[src/rtl/cv32e40p_fault_pkg.sv]
// Shared types and defaults for the ALU fault monitor.
// The optional ALU_FAULT_STATS_EN build uses STATS_W and stats_inc.
package cv32e40p_fault_pkg;

    typedef enum logic [1:0] {
        ST_IDLE   = 2'd0,
        ST_REQ    = 2'd1,
        ST_COMMIT = 2'd2
    } fault_state_e;

    localparam int DEF_CNT_W        = 4;
    localparam int DEF_THRESHOLD    = 8;
    localparam int DEF_DECAY_WINDOW = 16;
    localparam int STATS_W          = 16;

    function automatic logic [STATS_W-1:0] stats_inc(input logic [STATS_W-1:0] v);
        return (&v) ? v : v + 1'b1;
    endfunction

endpackage

[src/rtl/cv32e40p_alu_err_counter.sv]
// Per-replica saturating error counter with decay and a threshold compare
// that raises the pending set-request on the crossing edge.
module cv32e40p_alu_err_counter
    import cv32e40p_fault_pkg::*;
#(
    parameter int CNT_W     = DEF_CNT_W,
    parameter int THRESHOLD = DEF_THRESHOLD
) (
    input  logic clk,
    input  logic rst,
    input  logic clear_i,
    input  logic err_i,
    input  logic decay_i,
    output logic set_pend_o
);

    localparam logic [CNT_W-1:0] CNT_MAX = '1;
    localparam logic [CNT_W-1:0] THR     = CNT_W'(THRESHOLD);

    logic [CNT_W-1:0] cnt_q;
    logic [CNT_W-1:0] cnt_d;

    always_comb begin
        cnt_d = cnt_q;
        if (err_i) begin
            if (cnt_q != CNT_MAX) cnt_d = cnt_q + 1'b1;
        end else if (decay_i && (cnt_q != '0)) begin
            cnt_d = cnt_q - 1'b1;
        end
    end

    // Only an increment can cross upward, so frozen counters sitting at or
    // above threshold never re-request.
    assign set_pend_o = err_i && (cnt_d >= THR);

    always_ff @(posedge clk or posedge rst) begin
        if (rst)          cnt_q <= '0;
        else if (clear_i) cnt_q <= '0;
        else              cnt_q <= cnt_d;
    end

endmodule

[src/rtl/cv32e40p_alu_fault_monitor.sv]
// Classifies ALU replicas as transient/permanent faulty and sequences the
// drain/switch-over handshake. Optional stats counters: ALU_FAULT_STATS_EN.
//
// state  | meaning
// IDLE   | no switch-over in progress
// REQ    | pending faults waiting for pipeline drain ack
// COMMIT | pending folded into permanent, one cycle
module cv32e40p_alu_fault_monitor
    import cv32e40p_fault_pkg::*;
#(
    parameter int N_ALU        = 4,
    parameter int CNT_W        = DEF_CNT_W,
    parameter int THRESHOLD    = DEF_THRESHOLD,
    parameter int DECAY_WINDOW = DEF_DECAY_WINDOW
) (
    input  logic             clk,
    input  logic             rst,
    input  logic             clear_i,
    input  logic             valid_i,
    input  logic [N_ALU-1:0] active_alu_i,
    input  logic [N_ALU-1:0] mismatch_i,
    output logic             reconfig_req_o,
    input  logic             reconfig_ack_i,
    output logic [N_ALU-1:0] permanent_faulty_alu_o,
    output logic [N_ALU-1:0] fault_pending_o,
    output logic             monitor_busy_o
`ifdef ALU_FAULT_STATS_EN
    ,
    output logic [N_ALU*STATS_W-1:0] err_total_o
`endif
);

    localparam int               WIN_W   = (DECAY_WINDOW > 2) ? $clog2(DECAY_WINDOW) : 1;
    localparam logic [WIN_W-1:0] WIN_MAX = WIN_W'(DECAY_WINDOW - 1);

    if ((THRESHOLD < 1) || (THRESHOLD > (2**CNT_W) - 1)) begin : g_bad_threshold
        $error("THRESHOLD must lie in 1 .. 2**CNT_W-1");
    end
    if ((DECAY_WINDOW < 2) || ((DECAY_WINDOW & (DECAY_WINDOW - 1)) != 0)) begin : g_bad_window
        $error("DECAY_WINDOW must be a power of two >= 2");
    end

    fault_state_e     state_q, state_d;
    logic [N_ALU-1:0] perm_q, pend_q;
    logic [N_ALU-1:0] eligible, err_ev, set_pend;
    logic [WIN_W-1:0] win_q, win_d;
    logic             any_err, clean, decay_tick, commit;
    logic             req_q, busy_q;

    assign eligible   = active_alu_i & ~perm_q & ~pend_q;
    assign err_ev     = {N_ALU{valid_i}} & eligible & mismatch_i;
    assign any_err    = |err_ev;
    assign clean      = valid_i && !any_err;
    assign decay_tick = clean && (win_q == WIN_MAX);

    always_comb begin
        win_d = win_q;
        if (any_err)         win_d = '0;
        else if (decay_tick) win_d = '0;
        else if (clean)      win_d = win_q + 1'b1;
    end

    for (genvar i = 0; i < N_ALU; i++) begin : g_cnt
        cv32e40p_alu_err_counter #(
            .CNT_W     (CNT_W),
            .THRESHOLD (THRESHOLD)
        ) u_cnt (
            .clk        (clk),
            .rst        (rst),
            .clear_i    (clear_i),
            .err_i      (err_ev[i]),
            .decay_i    (decay_tick && eligible[i]),
            .set_pend_o (set_pend[i])
        );
    end

    always_comb begin
        state_d = state_q;
        commit  = 1'b0;
        case (state_q)
            ST_IDLE:   if (|pend_q) state_d = ST_REQ;
            ST_REQ:    if (reconfig_ack_i) begin
                           state_d = ST_COMMIT;
                           commit  = 1'b1;
                       end
            ST_COMMIT: state_d = ST_IDLE;
            default:   state_d = ST_IDLE;
        endcase
    end

    // A crossing on the ack edge itself stays pending and triggers a
    // back-to-back request after COMMIT.
    always_ff @(posedge clk or posedge rst) begin
        if (rst) begin
            state_q <= ST_IDLE;
            perm_q  <= '0;
            pend_q  <= '0;
            win_q   <= '0;
            req_q   <= 1'b0;
            busy_q  <= 1'b0;
        end else if (clear_i) begin
            state_q <= ST_IDLE;
            perm_q  <= '0;
            pend_q  <= '0;
            win_q   <= '0;
            req_q   <= 1'b0;
            busy_q  <= 1'b0;
        end else begin
            state_q <= state_d;
            perm_q  <= commit ? (perm_q | pend_q) : perm_q;
            pend_q  <= (commit ? '0 : pend_q) | set_pend;
            win_q   <= win_d;
            req_q   <= (state_d == ST_REQ);
            busy_q  <= (state_d != ST_IDLE);
        end
    end

    assign reconfig_req_o         = req_q;
    assign monitor_busy_o         = busy_q;
    assign permanent_faulty_alu_o = perm_q;
    assign fault_pending_o        = pend_q;

`ifdef ALU_FAULT_STATS_EN
    for (genvar i = 0; i < N_ALU; i++) begin : g_stats
        logic [STATS_W-1:0] tot_q;
        always_ff @(posedge clk or posedge rst) begin
            if (rst)            tot_q <= '0;
            else if (clear_i)   tot_q <= '0;
            else if (err_ev[i]) tot_q <= stats_inc(tot_q);
        end
        assign err_total_o[i*STATS_W +: STATS_W] = tot_q;
    end
`endif

endmodule

[config.mk]
export PLATFORM = sky130hd
export DESIGN_NAME = cv32e40p_alu_fault_monitor
export DESIGN_NICKNAME = d
export VERILOG_FILES = /design/src/rtl/cv32e40p_fault_pkg.sv /design/src/rtl/cv32e40p_alu_err_counter.sv /design/src/rtl/cv32e40p_alu_fault_monitor.sv
export SDC_FILE = /design/constraint.sdc
export NUM_CORES = 1
export LEC_CHECK = 0
export ABC_CLOCK_PERIOD_IN_PS = 2750
export BUFFER_PORTS_ARGS = -buffer_cell sky130_fd_sc_hd__buf_2
export CAP_MARGIN = 40
export CORE_ASPECT_RATIO = 0.7
export CORE_MARGIN = 4
export CORE_UTILIZATION = 58
export DETAILED_ROUTE_END_ITERATION = 8
export PLACE_DENSITY = 0.88
export SYNTH_ARGS = -nofsm -noshare
export SYNTH_HDL_FRONTEND = slang
export SYNTH_HIERARCHICAL = 1
export SYNTH_SLANG_ARGS = --single-unit
export TNS_END_PERCENT = 5
[constraint.sdc]
create_clock -name clk -period 2.75 [get_ports clk]
set_clock_uncertainty 0.15 [all_clocks]
set_input_delay 0.275 -clock clk [delete_from_list [all_inputs] [get_ports clk]]
set_output_delay 0.275 -clock clk [all_outputs]
set_load 0.02 [all_outputs]
# Word-level counts from Yosys, hierarchy flattened
# Cells that the tools add are included.
# word_totals
ff_bits	32
inputBits	13
output_inout_bits	10
# op_classes
addsub	9
magnitude_cmp	4
n_eq_ne	7
muxes	32
bitwise_logic	8
n_reduce_logical	25
# ops
operator	count
2-to-1 mux 4 bit	24
adder 4 x 1 -> 4 bit (second input constant)	5
nonzero test 4 bit	5
AND 4 bit	4
>= comparator 4 bit (second input constant)	4
!= test 4 bit (second input constant)	4
subtractor 4 x 1 -> 4 bit (second input constant)	4
logical AND 1 bit	14
inverter 4 bit	2
OR 4 bit	2
OR reduction 4 bit	2
2-to-1 mux 2 bit	3
equality test 2 x 1 -> 1 bit (second input constant)	2
equality test 4 bit (second input constant)	1
2-to-1 mux 1 bit	4
one-hot mux 2 bit (2 select lines)	1
nonzero test 2 bit	2
logical NOT 2 bit	1
logical NOT 1 bit	1

# Logic depth before layout (Yosys ltp)
# Gate-level depths: netlist (run 1).
# logic_depth
word_depth	17
mapped_depth	8
depth_no_buf	8

# Cells and area by module
# Netlist (run 1), hierarchy kept.
# by_module_without_submodules
mod	n_inst	cells_each	area_each_um2	seq_area_each_um2
cv32e40p_alu_err_counter	4	37	334.1	100.1
cv32e40p_alu_fault_monitor	1	83	782.0	400.4

# Worst setup path before layout (run 1)
# OpenSTA, ideal clock, no wires.
# synth_timing
kind	register to register
startpoint	reg pend_q[3], in the netlist fault_pending_o[3]
endpoint	reg g_cnt[1].u_cnt.cnt_q[3]
setup_time_ns	0.077
arrival_ns	1.839
path_slack_ns	0.684
stages_incl_launch_ff	9
path_buffers	0
synth_period_minus_slack_ns	2.066
cell_sequence	dfrtp_1 nor2_1 nand4_1 nand3_2 nor4_1 nor2b_1 nand3_1 a21o_1 a21oi_1
# synth_between
elab_chain_cells	13
# synth_rtl
element	line	text
start, declared	cv32e40p_alu_fault_monitor.sv:44	logic [N_ALU-1:0] perm_q, pend_q;
start signal, assigned	cv32e40p_alu_fault_monitor.sv:111	pend_q <= (commit ? '0 : pend_q) | set_pend;
inverter 4 bit	cv32e40p_alu_fault_monitor.sv:50	assign eligible = active_alu_i & ~perm_q & ~pend_q;
AND 4 bit	cv32e40p_alu_fault_monitor.sv:50	
AND 4 bit (2 in a row)	cv32e40p_alu_fault_monitor.sv:51	assign err_ev = {N_ALU{valid_i}} & eligible & mismatch_i;
OR reduction 4 bit	cv32e40p_alu_fault_monitor.sv:52	assign any_err = |err_ev;
logical NOT 1 bit	cv32e40p_alu_fault_monitor.sv:53	assign clean = valid_i && !any_err;
logical AND 1 bit	cv32e40p_alu_fault_monitor.sv:53	
logical AND 1 bit	cv32e40p_alu_fault_monitor.sv:54	assign decay_tick = clean && (win_q == WIN_MAX);
logical AND 1 bit	cv32e40p_alu_fault_monitor.sv:72	.decay_i (decay_tick && eligible[i]),
logical AND 1 bit	cv32e40p_alu_err_counter.sv:27	end else if (decay_i && (cnt_q != '0)) begin
2-to-1 mux 4 bit	cv32e40p_alu_err_counter.sv:27	
2-to-1 mux 4 bit	cv32e40p_alu_err_counter.sv:25	if (err_i) begin
2-to-1 mux 4 bit	cv32e40p_alu_err_counter.sv:38	else if (clear_i) cnt_q <= '0;
end signal, assigned	cv32e40p_alu_err_counter.sv:39	else cnt_q <= cnt_d;
end, declared	cv32e40p_alu_err_counter.sv:20	logic [CNT_W-1:0] cnt_q;
# Every way passes these cells.
# A chain may end at the register's enable or synchronous reset.

# Final worst setup path (run 1)
# layout_timing
startpoint	reg pend_q[2], in the netlist fault_pending_o[2]
endpoint	reg g_cnt[0].u_cnt.cnt_q[3]
# layout_between
elab_chain_cells	13
# layout_rtl
element	line
inverter 4 bit	cv32e40p_alu_fault_monitor.sv:50
AND 4 bit	cv32e40p_alu_fault_monitor.sv:50
AND 4 bit (2 in a row)	cv32e40p_alu_fault_monitor.sv:51
OR reduction 4 bit	cv32e40p_alu_fault_monitor.sv:52
logical NOT 1 bit	cv32e40p_alu_fault_monitor.sv:53
logical AND 1 bit	cv32e40p_alu_fault_monitor.sv:53
logical AND 1 bit	cv32e40p_alu_fault_monitor.sv:54
logical AND 1 bit	cv32e40p_alu_fault_monitor.sv:72
logical AND 1 bit	cv32e40p_alu_err_counter.sv:27
2-to-1 mux 4 bit	cv32e40p_alu_err_counter.sv:27
2-to-1 mux 4 bit	cv32e40p_alu_err_counter.sv:25
2-to-1 mux 4 bit	cv32e40p_alu_err_counter.sv:38
end signal, assigned	cv32e40p_alu_err_counter.sv:39
end, declared	cv32e40p_alu_err_counter.sv:20
# Every way passes these cells.

==> results of run 1 <==
-- cell type report --
cell class / count / area share
clock buffers: 6 / 0.0354
clock inverters: 2 / 0.00428
inverters: 16 / 0.0257
multi-input cells: 177 / 0.514
flip-flops and latches: 32 / 0.343
well taps: 50 / 0.0268
repair buffers: 23 / 0.0514
-- routing by layer --
layer  wire length, um  part of all wire  vias up
met5                 0                 0        -
met4                66             0.014        0
met3               320             0.068        7
met2              2060              0.44       67
met1              2250              0.48      873
li1                  -                 -      890
-- layout by cell type (no fill, tap or decap), types with 9 or more instances in the layout --
cell and count:
dfrtp_1 32, nor2_1 23, buf_2 22, nand2_1 17
inv_1 16, nand3_1 16, a21oi_1 13, nor3b_1 12
ha_1 9
-- worst max-delay path: cells and delay by family, from the launching register on --
family,cells,cell delay (ps)
simple gates,6,1340
flops,1,450
compound gates,2,340
-- final timing paths --
check	slack [ps]	startpoint	end	cells past startpoint
setup / recovery	390	fault_pending_o[2]	g_cnt[0].u_cnt/cnt_q[3]	8
hold / removal	180	reconfig_ack_i	state_q[0]	3
setup reg to reg	390	fault_pending_o[2]	g_cnt[0].u_cnt/cnt_q[3]	8
hold reg to reg	350	state_q[1]	monitor_busy_o	1
max in group asynchronous	1570	rst	reconfig_req_o	3
min in group asynchronous	310	rst	g_cnt[2].u_cnt/cnt_q[2]	3
-- cells by family after synthesis --
family                     Yosys count  share of synthesized area
adders and majority gates            9                     0.0532
muxes                                1                    0.00473
buffers and inverters               22                     0.0555
and+or+nand+nor                    112                      0.307
AOI/OAI and AO/OA                   49                      0.177
xor gates and xnor gates             6                     0.0248
DFF                                 32                      0.378
-- metrics by stage --
step           power, W  setup slack (ps)  utilization
6_report       0.000990               386        0.665
5_1_grt         0.00104               149        0.665
3_5_place_dp   0.000614               464        0.636
3_3_place_gp   0.000611               513        0.636
4_1_cts         0.00100               445        0.665
2_1_floorplan  0.000589               684            -
-- Yosys cell counts --
cell | count | share of area
nand3b_1 | 8 | 0.028
o211ai_1 | 4 | 0.014
nor3b_1 | 12 | 0.043
nand4_2 | 1 | 0.0059
nor2b_1 | 4 | 0.012
dfrtp_1 | 32 | 0.38
inv_1 | 16 | 0.028
a31oi_1 | 8 | 0.024
buf_2 | 1 | 0.0024
o21ai_0 | 5 | 0.012
or2_2 | 1 | 0.0030
mux2i_1 | 1 | 0.0047
a21oi_2 | 1 | 0.0041
nor4bb_4 | 1 | 0.012
ha_1 | 9 | 0.053
xnor2_1 | 4 | 0.017
nand3_1 | 16 | 0.038
a21o_1 | 4 | 0.014
buf_4 | 1 | 0.0035
and2_1 | 2 | 0.0059
nand4_1 | 8 | 0.024
a22oi_4 | 4 | 0.040
and2_2 | 1 | 0.0035
nor2_1 | 23 | 0.041
a211oi_1 | 8 | 0.028
buf_6 | 4 | 0.021
a211oi_2 | 1 | 0.0059
nand3_2 | 1 | 0.0047
a21oi_1 | 13 | 0.031
o31a_1 | 1 | 0.0041
xor2_1 | 2 | 0.0083
nor4_1 | 4 | 0.012
nand2_1 | 17 | 0.030
or3b_4 | 4 | 0.021
nand2b_1 | 4 | 0.012
nor3_1 | 5 | 0.012
-- flip-flops by register name (all words and copies together), names as in the netlist --
signal	flops
fault_pending_o	4
g_cnt.u_cnt/cnt_q	16
monitor_busy_o	1
permanent_faulty_alu_o	4
reconfig_req_o	1
state_q	2
win_q	4
-- power by group --
part | total, W | switching, W | internal [W]
clock network | 0.000383 | 0.000183 | 0.000200
logic | 0.000111 | 0.0000630 | 0.0000483
registers | 0.000496 | 0.0000169 | 0.000479
==> impl_metrics.tcl, run 1 <==
set metrics [dict create \
    ys_ff_latch 32 \
    slowest_delay_ps 450 \
    cts_tree "built" \
    place.gp.congestion 0.868 \
    period_share 0.860 \
    cts-root-buf "clkbuf_8" \
    grt_pass1_wl_um 8160 \
    crit_type "register to register" \
    fin_hold_ws_ps 184 \
    holdBufCountCts 1 \
    drv_cap 0 \
    crit_path_max_fanout 5 \
    clock_sinks 32 \
    status "finished clean" \
    die_area_mm2 0.00470 \
    path_clk_slew_ps 70 \
    maxSlewViolCount 0 \
    dp.cells 297 \
    drt-total-wl_um 4690 \
    htreeDepth 2 \
    fill_cells 298 \
    routedWlPerCell_um 15.3 \
    use_met1 0.329 \
    synth-seq-area-share 0.378 \
    routed_via_density 6.00 \
    slowest_stage "dfrtp_1" \
    finalSetupViolations 0 \
    cp-end-kind "register" \
    fp.coreArea_mm2 0.00351 \
    layoutNonFillerInstCount 306 \
    ios 23 \
    p_per_area_mw_per_mm2 424 \
    rows 18 \
    post_cts_resized 0 \
    use_met3 0.0489 \
    hp-class "input port to register" \
    vias 1837 \
    ant_nets 0 \
    die_height_um 58.6 \
    ir_drop_v 0.000289 \
    yosys_warnings 6 \
    leakagePower_nw 1.12 \
    postSynthCellCount 231 \
    drive_gt1_frac 0.176 \
    worst_pin_slew_ps 588 \
    start_util 0.603 \
    synth.net_count 253 \
    antenna_cells 0 \
    syn_area_per_cell_um2 9.17 \
    grt_max_degree 28 \
    layout.nets 277 \
    io_buffers 22 \
    grt_busiest_layer "met2" \
    cts_buffer_depth 2 \
    cp.required_ps 2810 \
    seq_area_um2 801 \
    drc_errors 0 \
    syn2layout_area_growth_pct 10.3 \
    slew_headroom 0.607 \
    grt_remaining_overflow 0 \
    rsz0062_at_grt "no" \
    numCtsBuffers 5 \
    yosysUniqueCellTypes 36 \
    placed_cell_area_mm2 0.00223 \
    crit_arrival_ps 2430 \
    fmax_ghz 0.423 \
    cts_setup_buffers 0 \
    drt_iter0_markers 110 \
    grt_use_met2 0.343 \
    syn_area_mm2 0.00212 \
    dpl.hpwl_um 3520 \
    die_w_um 80.2 \
    timing_hold_violations_final 0 \
    grt_pass1_vias 1711 \
    fin_setup_tns_ps 0 \
    fin_area_mm2 0.00234 \
    crit_chain "nor2_1, nand4_1, nand3_2, nor4_1, nor2b_1, nand3_1, a21o_1, a21oi_1" \
    firstDrtPassIters 4 \
    clock_latency_ps 300 \
    multi_input_area_mm2 0.00120 \
    grtUsageTotal 0.229 \
    layout_min_cycle_time_ps 2360 \
    grt_antenna_before_repair 0 \
    crit_path_start_kind "register" \
]
Note: power is estimated with default switching activity, not from simulation.
==> run 2: changes to the inputs <==
PLACE_DENSITY = 0.79   (was 0.88)
==> run 2 against run 1 <==
Effect of this change: clock-buffer cell count is 1 lower; global-route usage shrank 0.87 points; sequential power hardly changed; total power rose by 7.4%; combinational power about the same; critical endpoint is now g_cnt[3].u_cnt/cnt_q[3]; largest cell class unchanged; highest routed layer unchanged.
==> impl_metrics.tcl, run 2 (synthesis results as in run 1) <==
set metrics [dict create \
    grtUsageTotal 0.220 \
    largest_reg_flops 16 \
    p_per_area_mw_per_mm2 452 \
    grt_pass1_wl_um 7940 \
    maxSlewViolCount 0 \
    fill_cells 300 \
    crit_chain "ha_1, nand4_1, nor4_1, nor2b_1, nand3_1, a21o_1, a21oi_1" \
    cts_buffer_depth 2 \
    slowest_delay_ps 410 \
    ir_drop_v 0.000295 \
    cp-end-kind "register" \
    layout_min_cycle_time_ps 2340 \
    drc_errors 0 \
    worst_pin_slew_ps 597 \
    path_buf_inv 0 \
    cp.required_ps 2810 \
    grt_antenna_before_repair 0 \
    fp.coreArea_mm2 0.00351 \
    syn2layout_area_growth_pct 11.2 \
    period_share 0.851 \
    fmax_ghz 0.427 \
    status "finished clean" \
    crit_path_max_fanout 5 \
    grt_pass1_vias 1684 \
    fin_hold_ws_ps 170 \
    clock_sinks 32 \
    dpl.hpwl_um 3320 \
    hp-class "input port to register" \
    drv_cap 0 \
    numCtsBuffers 5 \
    grt_max_degree 28 \
    leakagePower_nw 1.12 \
    fin_setup_tns_ps 0 \
    slowest_stage "dfrtp_1" \
    mostFrequentLayoutCell "dfrtp_1" \
    routedWlPerCell_um 15.0 \
    layout.nets 277 \
    use_met1 0.327 \
    start_util 0.603 \
    htreeDepth 2 \
    die_height_um 58.6 \
    use_met3 0.0642 \
    vias 1799 \
    routed_via_density 5.88 \
    crit_path_start_kind "register" \
    grt_busiest_layer "met1" \
    ios 23 \
    firstDrtPassIters 4 \
    regMostFlops "g_cnt.u_cnt/cnt_q" \
    path_clk_slew_ps 70 \
    cp_top_family "simple AND/OR/NAND/NOR gates" \
    grt_remaining_overflow 0 \
    die_w_um 80.2 \
    drt-total-wl_um 4580 \
    rows 18 \
    clock_latency_ps 290 \
    grt_use_met2 0.305 \
    finalSetupViolations 0 \
    die_area_mm2 0.00470 \
    crit_type "register to register" \
    place.gp.congestion 0.828 \
    cts_setup_buffers 0 \
    drt_iter0_markers 140 \
    antenna_cells 0 \
    io_buffers 22 \
    cts_tree "built" \
    cts-root-buf "clkbuf_8" \
    rsz0062_at_grt "no" \
    crit_arrival_ps 2400 \
    ant_nets 0 \
    drive_gt1_frac 0.176 \
    timing_hold_violations_final 0 \
    final_cell_mix "dfrtp_1, nor2_1, buf_2" \
    slew_headroom 0.601 \
]
-- run 2: changes by cell type in the layout (fill, tap and decap cells not counted) --
cell,delta
clkinv_2,-1
clkinvlp_4,+1
bufinv_16,+1
clkbuf_8,-1
-- run 2: path summary, 6_finish.rpt --
kind                                              to  cells after the start      startpoint  slack [ps]
setup / recovery             g_cnt[3].u_cnt/cnt_q[3]                      7        win_q[0]         410
hold / removal                        reconfig_req_o                      3  reconfig_ack_i         170
setup reg to reg             g_cnt[3].u_cnt/cnt_q[3]                      7        win_q[0]         410
hold reg to reg                       monitor_busy_o                      1      state_q[1]         350
max in group asynchronous  permanent_faulty_alu_o[0]                      3             rst        1540
min in group asynchronous    g_cnt[3].u_cnt/cnt_q[0]                      3             rst         330
-- run 2: report_power, final --
group / internal (W) / switching [W] / leakage, nW / total [W]
clock: 0.000268 / 0.000188 / 0.0541 / 0.000456
combinational: 0.0000483 / 0.0000633 / 0.625 / 0.000112
sequential: 0.000479 / 0.0000170 / 0.443 / 0.000496
total: 0.000795 / 0.000268 / 1.12 / 0.00106
-- run 2: repair_timing --
action / 4_1_cts / 5_1_grt
endpoints found under the hold margin: 32 / 0
resized for setup: 0 / 0
hold buffers: 1 / 0
-- run 2: cell type report --
cell class	count	area (um2)	share of cell area
multi-input combinational	177	1200	0.510
clock inverter	3	42.5	0.0181
inverter	16	60.1	0.0255
tap	50	62.6	0.0266
sequential	32	801	0.340
clock buffer	5	68.8	0.0292
timing repair buffer	23	120	0.0510
-- run 2: layer usage --
metal / vias to the layer above / routed length [um]
met3: 9 / 331
li1: 882 / -
met5: - / 0
met4: 0 / 69
met2: 61 / 1890
met1: 847 / 2290
-- run 2: metrics by stage --
step                      utilization  total power (W)  cell area (um2)  cells  worst slack (ps)
after global routing            0.670          0.00111             2350    306               186
after global placement          0.636         0.000612             2230    297               517
after floorplan                     -         0.000589             2120    231               684
after detailed placement        0.636         0.000615             2230    297               462
final                           0.670          0.00106             2350    306               410
after CTS                       0.670          0.00107             2350    306               433
-- run 2: tightest hold or removal path: stages --
cell and delay [ps]:
buf_2 80, nand2_1 80, and2_1 140
